==> config.mk <==
export PLATFORM = sky130hd
export DESIGN_NAME = irq_arb
export DESIGN_NICKNAME = d
export VERILOG_FILES = /design/src/rtl/irq_arb.sv
export SDC_FILE = /design/constraint.sdc
export NUM_CORES = 1
export LEC_CHECK = 0
export CORE_MARGIN = 5
export CORE_UTILIZATION = 24
export CTS_CLUSTER_DIAMETER = 100
export DETAILED_ROUTE_END_ITERATION = 16
export PLACE_DENSITY_LB_ADDON = 0.25
export SYNTH_ARGS = -nofsm -noshare
export SYNTH_HDL_FRONTEND = slang
export SYNTH_SLANG_ARGS = --single-unit
==> constraint.sdc <==
create_clock -name clk_i -period 1.6 [get_ports clk_i]
set_clock_uncertainty 0.15 [all_clocks]
set_input_delay 0.4 -clock clk_i [delete_from_list [all_inputs] [get_ports clk_i]]
set_output_delay 0.4 -clock clk_i [all_outputs]
set_load 0.05 [all_outputs]
==> src/rtl/irq_arb.sv <==
// Fixed-priority interrupt arbiter: pending register, IDLE/REQ/ACTIVE handshake to the core.
// Optional macro IRQ_ARB_EDGE_DETECT_EN makes external lines edge-triggered instead of level.
module irq_arb #(
    parameter int unsigned IRQ_NUM_POW   = 4,
    parameter int unsigned TIMER_IRQ_NUM = 0
) (
    input  logic                         clk_i,
    input  logic                         rst_i,
    input  logic [(2**IRQ_NUM_POW)-1:0]  irq_en_bi,
    input  logic                         irq_timer_i,
    input  logic                         sgi_req_i,
    input  logic [IRQ_NUM_POW-1:0]       sgi_code_bi,
    input  logic [(2**IRQ_NUM_POW)-1:0]  irq_bi,
    output logic                         irq_req_o,
    output logic [IRQ_NUM_POW-1:0]       irq_code_bo,
    input  logic                         irq_ack_i,
    input  logic                         irq_ret_i,
    output logic [(2**IRQ_NUM_POW)-1:0]  pending_bo
);

    localparam int unsigned N = 2 ** IRQ_NUM_POW;

    typedef enum logic [1:0] {
        StIdle,
        StReq,
        StActive
    } state_t;

    state_t                 r_state;
    state_t                 w_state_next;
    logic [N-1:0]           r_pending;
    logic [N-1:0]           w_pending_next;
    logic [N-1:0]           w_set;
    logic [N-1:0]           w_clr;
    logic [N-1:0]           w_ext_set;
    logic [N-1:0]           w_cand;
    logic                   r_req;
    logic                   w_req_next;
    logic [IRQ_NUM_POW-1:0] r_code;
    logic [IRQ_NUM_POW-1:0] w_code_next;
    logic [IRQ_NUM_POW-1:0] w_winner;

`ifdef IRQ_ARB_EDGE_DETECT_EN
    logic [N-1:0] r_irq_prev;

    always_ff @(posedge clk_i) begin
        if (!rst_i) begin
            r_irq_prev <= '0;
        end else begin
            r_irq_prev <= irq_bi;
        end
    end

    assign w_ext_set = irq_bi & ~r_irq_prev;
`else
    assign w_ext_set = irq_bi;
`endif

    always_comb begin
        w_set = w_ext_set;
        if (irq_timer_i) begin
            w_set = w_set | (N'(1) << TIMER_IRQ_NUM);
        end
        if (sgi_req_i) begin
            w_set = w_set | (N'(1) << sgi_code_bi);
        end
    end

    assign w_cand = r_pending & irq_en_bi;

    // Lowest set index wins: scan downwards so the last hit is the smallest.
    always_comb begin
        w_winner = '0;
        for (int i = N - 1; i >= 0; i--) begin
            if (w_cand[i]) begin
                w_winner = IRQ_NUM_POW'(i);
            end
        end
    end

    always_comb begin
        w_state_next = r_state;
        w_req_next   = r_req;
        w_code_next  = r_code;
        w_clr        = '0;
        unique case (r_state)
            StIdle: begin
                if (|w_cand) begin
                    w_state_next = StReq;
                    w_req_next   = 1'b1;
                    w_code_next  = w_winner;
                end
            end
            StReq: begin
                if (irq_ack_i) begin
                    w_state_next = StActive;
                    w_req_next   = 1'b0;
                    w_clr        = N'(1) << r_code;
                end
            end
            StActive: begin
                if (irq_ret_i) begin
                    w_state_next = StIdle;
                end
            end
            default: begin
                w_state_next = StIdle;
                w_req_next   = 1'b0;
            end
        endcase
    end

    // Clear first, then OR in sets, so a same-cycle set survives the ack.
    assign w_pending_next = (r_pending & ~w_clr) | w_set;

    always_ff @(posedge clk_i) begin
        if (!rst_i) begin
            r_state   <= StIdle;
            r_pending <= '0;
            r_req     <= 1'b0;
            r_code    <= '0;
        end else begin
            r_state   <= w_state_next;
            r_pending <= w_pending_next;
            r_req     <= w_req_next;
            r_code    <= w_code_next;
        end
    end

    assign irq_req_o   = r_req;
    assign irq_code_bo = r_code;
    assign pending_bo  = r_pending;

endmodule

== Yosys cells after proc, flatten, opt, wreduce, memory -nomap -nowiden ==
Index checks and enable logic that the tools add are counted.

* Register bits after elaboration: 23
* Latch bits: 0
* Memory bits (writable): 0
* ROM bits: 0
* Input bits: 42
* Output and inout port bits: 21
* Logic and storage cells: 49
* Memories kept: 0

* $add $sub $neg: 0
* $mul: 0
* Divide/modulo/power cells: 0
* Magnitude comparators: 0
* Equal/unequal tests: 5
* Shift-type cells: 2
* Multiplexer cells: 27
* Bitwise gates (word level): 6
* Reduce and logical (&&, ||, !) cells: 5

{| class="wikitable"
|+ Operators with widths
! kind !! number
|-
| two-way mux 4 bit || 16
|-
| two-way mux 16 bit || 3
|-
| AND 16 bit || 2
|-
| OR 16 bit || 2
|-
| left shift 1 x 4 -> 16 bit (first input constant) || 2
|-
| inverter 16 bit || 1
|-
| OR reduction 16 bit || 1
|-
| two-way mux 2 bit || 3
|-
| inequality test 2 bit (second input constant) || 3
|-
| one-hot mux 2 bit (3 select lines) || 1
|-
| AND reduction 3 bit || 2
|-
| two-way mux 1 bit || 3
|-
| one-hot mux 1 bit (3 select lines) || 1
|-
| equality test 2 x 1 -> 1 bit (second input constant) || 1
|-
| equality test 2 bit (second input constant) || 1
|-
| zero test 2 bit || 1
|-
| AND reduction 2 bit || 1
|-
| inverter 1 bit || 1
|}

== Logic depth before layout (Yosys ltp) ==
Gate-level depths: netlist (run 1).

* Word-level depth: 17
* Mapped depth: 6
* Gate-level depth less buffers: 5

== Least setup slack after synthesis (run 1) ==
OpenSTA, ideal clock, no wires.

* Path type: reg2reg
* Start: reg r_pending[3] (netlist: pending_bo[3])
* End: reg r_code[1] (netlist: irq_code_bo[1])
* Setup time: 101 ps
* Data arrival time: 1633 ps
* Required time: 1349 ps
* Setup slack: -284 ps
* Cell stages (with the launch flop): 7
* Buffers on the path: 1
* Clock period less this slack: 1884 ps
* Cell sequence: dfxtp_1 -> a22o_4 -> o41ai_4 -> nor2b_1 -> buf_4 -> nand3_1 -> o41ai_1

* Cells in the longest elaborated chain, start to end: 5
* Elaborated cells on any way between the ends: 7
* Those cells by class: 4 x mux; 1 x bitwise; 2 x reduce/logical

{| class="wikitable"
|+ RTL lines
! element !! RTL line !! text
|-
| start: declaration || 31 || <nowiki>logic [N-1:0] r_pending;</nowiki>
|-
| start signal: assignment || 124 || <nowiki>r_pending <= w_pending_next;</nowiki>
|-
| AND 16 bit * || 69 || <nowiki>assign w_cand = r_pending & irq_en_bi;</nowiki>
|-
| two-way mux 4 bit (4 in series) || 75 || <nowiki>if (w_cand[i]) begin</nowiki>
|-
| end signal: assignment || 126 || <nowiki>r_code <= w_code_next;</nowiki>
|-
| end: declaration || 39 || <nowiki>logic [IRQ_NUM_POW-1:0] r_code;</nowiki>
|}

Mark *: on every way between the ends. The rest lies on a longest branch, timed or not.
A chain may end at the register's enable or synchronous reset.

== Worst setup path after layout (run 1) ==
* Start: in irq_en_bi[3]
* End: reg r_code[1] (netlist: irq_code_bo[1])

* Cells in the longest elaborated chain, start to end: 5
* Elaborated cells on any way between the ends: 7
* Those cells by class: 4 x mux; 1 x bitwise; 2 x reduce/logical

{| class="wikitable"
|+ RTL lines
! element !! RTL line !! text
|-
| start: declaration || 9 || <nowiki>input logic [(2**IRQ_NUM_POW)-1:0] irq_en_bi,</nowiki>
|-
| AND 16 bit * || 69 ||
|-
| two-way mux 4 bit (4 in series) || 75 ||
|}

Marked as above.

==> flow_summary.ini, run 1 <==
[sta]
hold_viol = 0
max_slew_violation_count = 0
rsz0062_at_grt = true
max_freq_mhz = 592
setup_violations = 3
final_period_minus_worst_setup_slack_ps = 1690
timing.slew.headroom_pct = 77.7
worst_slack_on_hold_paths_ps = 370
setup_ws_ps = -90.3
tightestPinTransition_ps = 329
period_share_pct = 106

[critical_path]
critical_path.max_stage_delay_ps = 330
crit_buf_inv = 2
worst_setup_path_start_kind = input pin
r2r-start = pending_bo[3]$_SDFF_PN0_
crit_fanout = 4
timing.critical_path.cells = clkdlybuf4s15_1 > a22o_4 > o41ai_4 > nor2b_4 > buf_6 > nand3_2 > o41ai_2
crit_required_ps = 1620
worst_ep_arrival_time_ps = 1710
critical-path-slowest-cell = sky130_fd_sc_hd__o41ai_4
worst_setup_slack_for_register_to_register_paths_ps = -70
end_kind = flip-flop
critPathKind = in2reg
rr_endpoint = irq_code_bo[1]$_SDFFE_PN0P_
path_length_in_cells_of_the_critical_path = 7
timing.critical_path.max_delay_family = compound AO/OA/AOI/OAI gates
r2r.worst_path.cells = 6

[logic_synthesis]
yosys.area.top_type = sky130_fd_sc_hd__dfxtp_1
synth-simple-area-share_pct = 15.8
synth_top_area_share_pct = 37.9
synth-async-reset-ratio_pct = 0
syn_avg_cell_area_sq_um = 8.21
synth-compound-area-share_pct = 44.8
post_synth_inst_count = 148
post_synth_num_cell_types = 37
synth-adder-area-share_pct = 0
synth-edff-count = 0
syn_nets = 190
synth_xor_area_share_pct = 0
synth_ff_type = sky130_fd_sc_hd__dfxtp_1
largest_family_of_logic_cells_by_synthesized_area = compound AO/OA/AOI/OAI gates
synthTopCellsByCount = sky130_fd_sc_hd__a21oi_1, sky130_fd_sc_hd__dfxtp_1, sky130_fd_sc_hd__o21ai_0, sky130_fd_sc_hd__nand2_1, sky130_fd_sc_hd__nor2_1
post_synth_mux_area_share_pct = 0
yosys_register_bits = 23
ys_seq_area_share_pct = 37.9
yosys_warnings = 0
top_post_synthesis_cells_by_area = sky130_fd_sc_hd__dfxtp_1, sky130_fd_sc_hd__a21oi_1, sky130_fd_sc_hd__o21ai_0
syn_area_sq_mm = 0.00121
synth_most_common_cell = sky130_fd_sc_hd__a21oi_1

[grt]
vias_in_the_first_global_route = 1570
grt_overflow = 0
antenna_violations_before_repair = 0
pin_count_of_the_biggest_net_entering_global_routing = 14
gr-usage-all-layers_pct = 15.0
grt_first_pass_wirelength_um = 7540

[drt]
drt_iter0_drc = 85
vias = 1563
drc_errors = 0
vias_per_instance = 4.93
wire_per_inst_um = 15.4
totalWireLength_um = 4880
detail_route.first_pass.iterations = 4
ant_nets = 0

[run_status]
failed_checks = setup timing
run_status = complete, but fails checks

[clock_network]
number_of_buffers_created_by_cts = 3
cts_max_level = 1
clock_tree.root_cell = sky130_fd_sc_hd__clkbuf_8
clkSinkCount = 23
clkTransAtPathRegs_ps = 80
clkLatencyLatePin_ps = 260
cts_max_path_buffers = 2
tritoncts = done

[power_and_ir_drop]
power-per-cell-area_mw_per_mm2 = 772
irDropWorstVdd_uv = 409
leakagePower_nw = 1.07

[worst_hold_path]
cells_on_worst_hold_path = 2
holdPathEnd = irq_req_o$_SDFFE_PN0P_
hold_start = irq_req_o$_SDFFE_PN0P_
worst_hold_path_type = reg2reg

[floorplanning]
floorplan.rows = 25
design.portCount = 63
core_outline_area_sq_mm = 0.00482
floorplan.die_area_sq_mm = 0.00659
starting_density_of_the_core_pct = 25.2
die-width_um = 81.2
die_height_um = 81.2

[layout]
fillerInstances = 464
drive_above_1_share_pct = 42.8
area.growth.synth_to_final_pct = 114
antenna_cells_inserted = 0
num-nets-final = 293
finish.utilization_pct = 53.9

[placed_design]
detailed_place_hpwl_um = 4040
portBuffers = 62
gp_routability_congestion = 0.878

[job]
cap_violations = 0
-- where the power goes --
group	internal, mW	switching (mW)
Combinational	0.489	0.446
Clock	0.178	0.180
Sequential	0.631	0.0795
-- what timing repair did --
action	CTS	global route
buffers inserted	1	2
pin swaps	7	6
gates resized for setup	33	17
endpoints found under the setup margin	9	16
hold buffers	0	0
-- cell usage in the layout (no fill, tap or decap), types with 4 or more instances in the layout --
cell type,Yosys,routed
sky130_fd_sc_hd__nand2_1,13,12
sky130_fd_sc_hd__nor2_1,8,7
sky130_fd_sc_hd__a21oi_1,32,30
sky130_fd_sc_hd__dfxtp_1,23,7
sky130_fd_sc_hd__nand2b_1,4,4
sky130_fd_sc_hd__o21ai_0,19,15
sky130_fd_sc_hd__a31oi_1,6,5
sky130_fd_sc_hd__dlygate4sd2_1,0,9
sky130_fd_sc_hd__clkdlybuf4s50_1,0,25
sky130_fd_sc_hd__buf_4,1,37
sky130_fd_sc_hd__dfxtp_2,0,13
sky130_fd_sc_hd__clkdlybuf4s15_1,0,4
sky130_fd_sc_hd__buf_12,0,21
-- per-stage QoR --
step                cell area, sq um  TNS [ps]  std cells  worst slack (ps)  power [mW]
global route                    2590      -489        317              -156        2.10
detailed placement              2430     -7720        310              -668        1.59
CTS                             2540      -270        315             -93.0        1.99
finish                          2590      -243        317             -90.3        2.00
floorplan                       1260      -478        148              -120        1.08
global placement                2430     -7310        310              -640        1.59
-- sequential cells by signal, indices dropped and copies added (netlist names) --
register and flops:
irq_code_bo 4, pending_bo 16, irq_req_o 1, r_state 2
-- area by class of cell --
class | instances | area [sq um] | area share (%)
tap | 67 | 83.8 | 3.23
clock buffer | 4 | 45.0 | 1.74
inverter | 1 | 3.75 | 0.145
timing repair buffer | 101 | 1120 | 43.2
sequential | 23 | 488 | 18.8
multi-input combinational | 121 | 855 | 32.9
-- logic make-up (layout without fill, tap and decap cells) --
| family | Yosys count | in the layout |
|---|---|---|
| buffers and inverters | 4 | 106 |
| AOI/OAI and AO/OA | 82 | 82 |
| and+or+nand+nor | 39 | 39 |
| DFF | 23 | 23 |
-- routing by layer --
| layer | vias to the layer above | share of wire (%) | GRT usage [%] |
|---|---|---|---|
| met5 | - | 0 | 0 |
| met1 | 736 | 43 | 18.2 |
| li1 | 777 | - | - |
| met3 | 4 | 5.4 | 3.10 |
| met4 | 0 | 0.94 | 5.07 |
| met2 | 46 | 51 | 26.0 |
-- how the worst max path moves through the flow --
stage,from,endpoint,slack (ps)
floorplan,pending_bo[7]$_SDFF_PN0_,irq_code_bo[0]$_SDFFE_PN0P_,-120
global placement,irq_en_bi[7],irq_code_bo[0]$_SDFFE_PN0P_,-640
detailed placement,irq_en_bi[7],irq_code_bo[1]$_SDFFE_PN0P_,-670
CTS,pending_bo[7]$_SDFF_PN0_,irq_code_bo[1]$_SDFFE_PN0P_,-90
global route,pending_bo[4]$_SDFF_PN0_,irq_code_bo[1]$_SDFFE_PN0P_,-160
finish,irq_en_bi[3],irq_code_bo[1]$_SDFFE_PN0P_,-90
-- tightest hold or removal path, delay by kind of cell (launching register included) --
kind            cells  cell delay [ps]
simple gates        1               80
compound gates      1               50
flops               1              350
No activity file was read; power rests on OpenSTA's default activity.
==> run 2, diff against run 1 <==
- RECOVER_POWER: not set -> 50
==> run 2 against run 1 <==
  * The run still ends with setup timing left
  * Clock-buffer cell count is the same
  * Power shrank 1.1%
  * Register-to-register slack is essentially flat
  * Largest power group unchanged
  * Maximum frequency is essentially flat
==> flow_summary.ini, run 2 (synthesis results as in run 1) <==
[floorplanning]
die-width_um = 81.2
design.portCount = 63
floorplan.die_area_sq_mm = 0.00659
starting_density_of_the_core_pct = 25.2
floorplan.rows = 25
core_outline_area_sq_mm = 0.00482
die_height_um = 81.2

[critical_path]
rr_endpoint = irq_code_bo[1]$_SDFFE_PN0P_
crit_fanout = 4
worst_setup_slack_for_register_to_register_paths_ps = -70
worst_ep_arrival_time_ps = 1710
end_kind = flip-flop
crit_required_ps = 1620
worst_setup_path_start_kind = input pin
critPathKind = in2reg
r2r-start = pending_bo[9]$_SDFF_PN0_
r2r.worst_path.cells = 6

[drt]
vias = 1562
drc_errors = 0
wire_per_inst_um = 15.4
totalWireLength_um = 4880
vias_per_instance = 4.93
drt_iter0_drc = 95
ant_nets = 0
detail_route.first_pass.iterations = 4

[grt]
antenna_violations_before_repair = 0
grt_first_pass_wirelength_um = 7540
grt_overflow = 0
gr-usage-all-layers_pct = 15.0
pin_count_of_the_biggest_net_entering_global_routing = 14
vias_in_the_first_global_route = 1570

[worst_hold_path]
hold_start = irq_req_o$_SDFFE_PN0P_
worst_hold_path_type = reg2reg
holdPathEnd = irq_req_o$_SDFFE_PN0P_
cells_on_worst_hold_path = 2

[sta]
rsz0062_at_grt = true
timing.slew.headroom_pct = 77.7
tightestPinTransition_ps = 329
hold_viol = 0
max_slew_violation_count = 0
setup_violations = 5
period_share_pct = 106
max_freq_mhz = 592
final_period_minus_worst_setup_slack_ps = 1690
worst_slack_on_hold_paths_ps = 332
setup_ws_ps = -90.4

[layout]
finalInstanceArea_sq_mm = 0.00256
commonest_non_fill_non_tap_cell_in_the_layout = sky130_fd_sc_hd__buf_4
num-nets-final = 293
largest_register_ffs = 16
area.growth.synth_to_final_pct = 111
fillerInstances = 466
drive_above_1_share_pct = 37.6
antenna_cells_inserted = 0
most-common-layout-cells = sky130_fd_sc_hd__buf_4, sky130_fd_sc_hd__a21oi_1, sky130_fd_sc_hd__clkdlybuf4s50_1, sky130_fd_sc_hd__buf_12, sky130_fd_sc_hd__dfxtp_1

[power_and_ir_drop]
leakagePower_nw = 1.06
power-per-cell-area_mw_per_mm2 = 774
irDropWorstVdd_uv = 402

[clock_network]
number_of_buffers_created_by_cts = 3
clkLatencyLatePin_ps = 260
clkTransAtPathRegs_ps = 80
cts_max_path_buffers = 2
cts_hold_repair.buffers = 0
tritoncts = done
clock_tree.root_cell = sky130_fd_sc_hd__clkbuf_8
cts_max_level = 1
clkSinkCount = 23

[run_status]
failed_checks = setup timing
run_status = complete, but fails checks

[placed_design]
placed_area_sq_mm = 0.00243
gp_routability_congestion = 0.878
portBuffers = 62
detailed_place_hpwl_um = 4040

[job]
cap_violations = 0
[run 2: changes by cell type in the layout (fill, tap and decap cells not counted), sizes merged]
cell / previous run / this run
clkdlybuf4s50: 25 / 24
clkbuf: 5 / 7
buf: 60 / 58
dlygate4sd3: 0 / 1
[run 2: how the worst max path moves through the flow]
stage                        startpoint                           to  slack (ps)
6_report                   irq_en_bi[3]  irq_code_bo[1]$_SDFFE_PN0P_         -90
3_3_place_gp               irq_en_bi[7]  irq_code_bo[0]$_SDFFE_PN0P_        -640
5_1_grt        pending_bo[4]$_SDFF_PN0_  irq_code_bo[1]$_SDFFE_PN0P_        -160
3_5_place_dp               irq_en_bi[7]  irq_code_bo[1]$_SDFFE_PN0P_        -670
4_1_cts        pending_bo[7]$_SDFF_PN0_  irq_code_bo[1]$_SDFFE_PN0P_         -90
2_1_floorplan  pending_bo[7]$_SDFF_PN0_  irq_code_bo[0]$_SDFFE_PN0P_        -120
[run 2: metal layers]
layer	up-vias	GRT usage (%)	part of all wire [%]
met2	40	26.0	51
li1	779	-	-
met4	0	5.07	0.94
met1	739	18.2	43
met3	4	3.10	5.5
met5	-	0	0
[run 2: stage by stage]
| stage | TNS, ps | std cells | setup slack [ps] | util (%) | power (mW) |
|---|---|---|---|---|---|
| final | -295 | 317 | -90.4 | 53.1 | 1.98 |
| after CTS | -270 | 315 | -93.0 | 52.6 | 1.99 |
| after detailed placement | -7720 | 310 | -668 | 50.4 | 1.59 |
| after global routing | -650 | 317 | -156 | 53.1 | 2.08 |
| after global placement | -7310 | 310 | -640 | 50.4 | 1.59 |
| after floorplan | -478 | 148 | -120 | - | 1.08 |
[run 2: worst max-delay path, cell delays in order]
cell	delay, ps
sky130_fd_sc_hd__clkdlybuf4s15_1	210
sky130_fd_sc_hd__a22o_4	280
sky130_fd_sc_hd__o41ai_4	330
sky130_fd_sc_hd__nor2b_4	220
sky130_fd_sc_hd__buf_6	130
sky130_fd_sc_hd__nand3_2	80
sky130_fd_sc_hd__o41ai_2	60
[run 2: final cells by class]
class                   instances  area (sq um)  area share (%)
clock buffers                   4          45.0            1.76
multi-input cells             121           855            33.4
flip-flops and latches         23           470            18.4
inverters                       1          3.75           0.147
well taps                      67          83.8            3.28
repair buffers                101          1100            43.0
[run 2: report_power, final]
group,switching (mW),internal [mW]
sequential,0.0779,0.627
combinational,0.446,0.475
clock,0.178,0.177
[run 2: timing repair]
action | in CTS | in global routing
resized for setup | 33 | 17
gates cloned | 0 | 0
pin swaps | 7 | 6
buffers inserted | 1 | 2
endpoints found under the setup margin | 9 | 16
hold endpoints to repair | 0 | 0
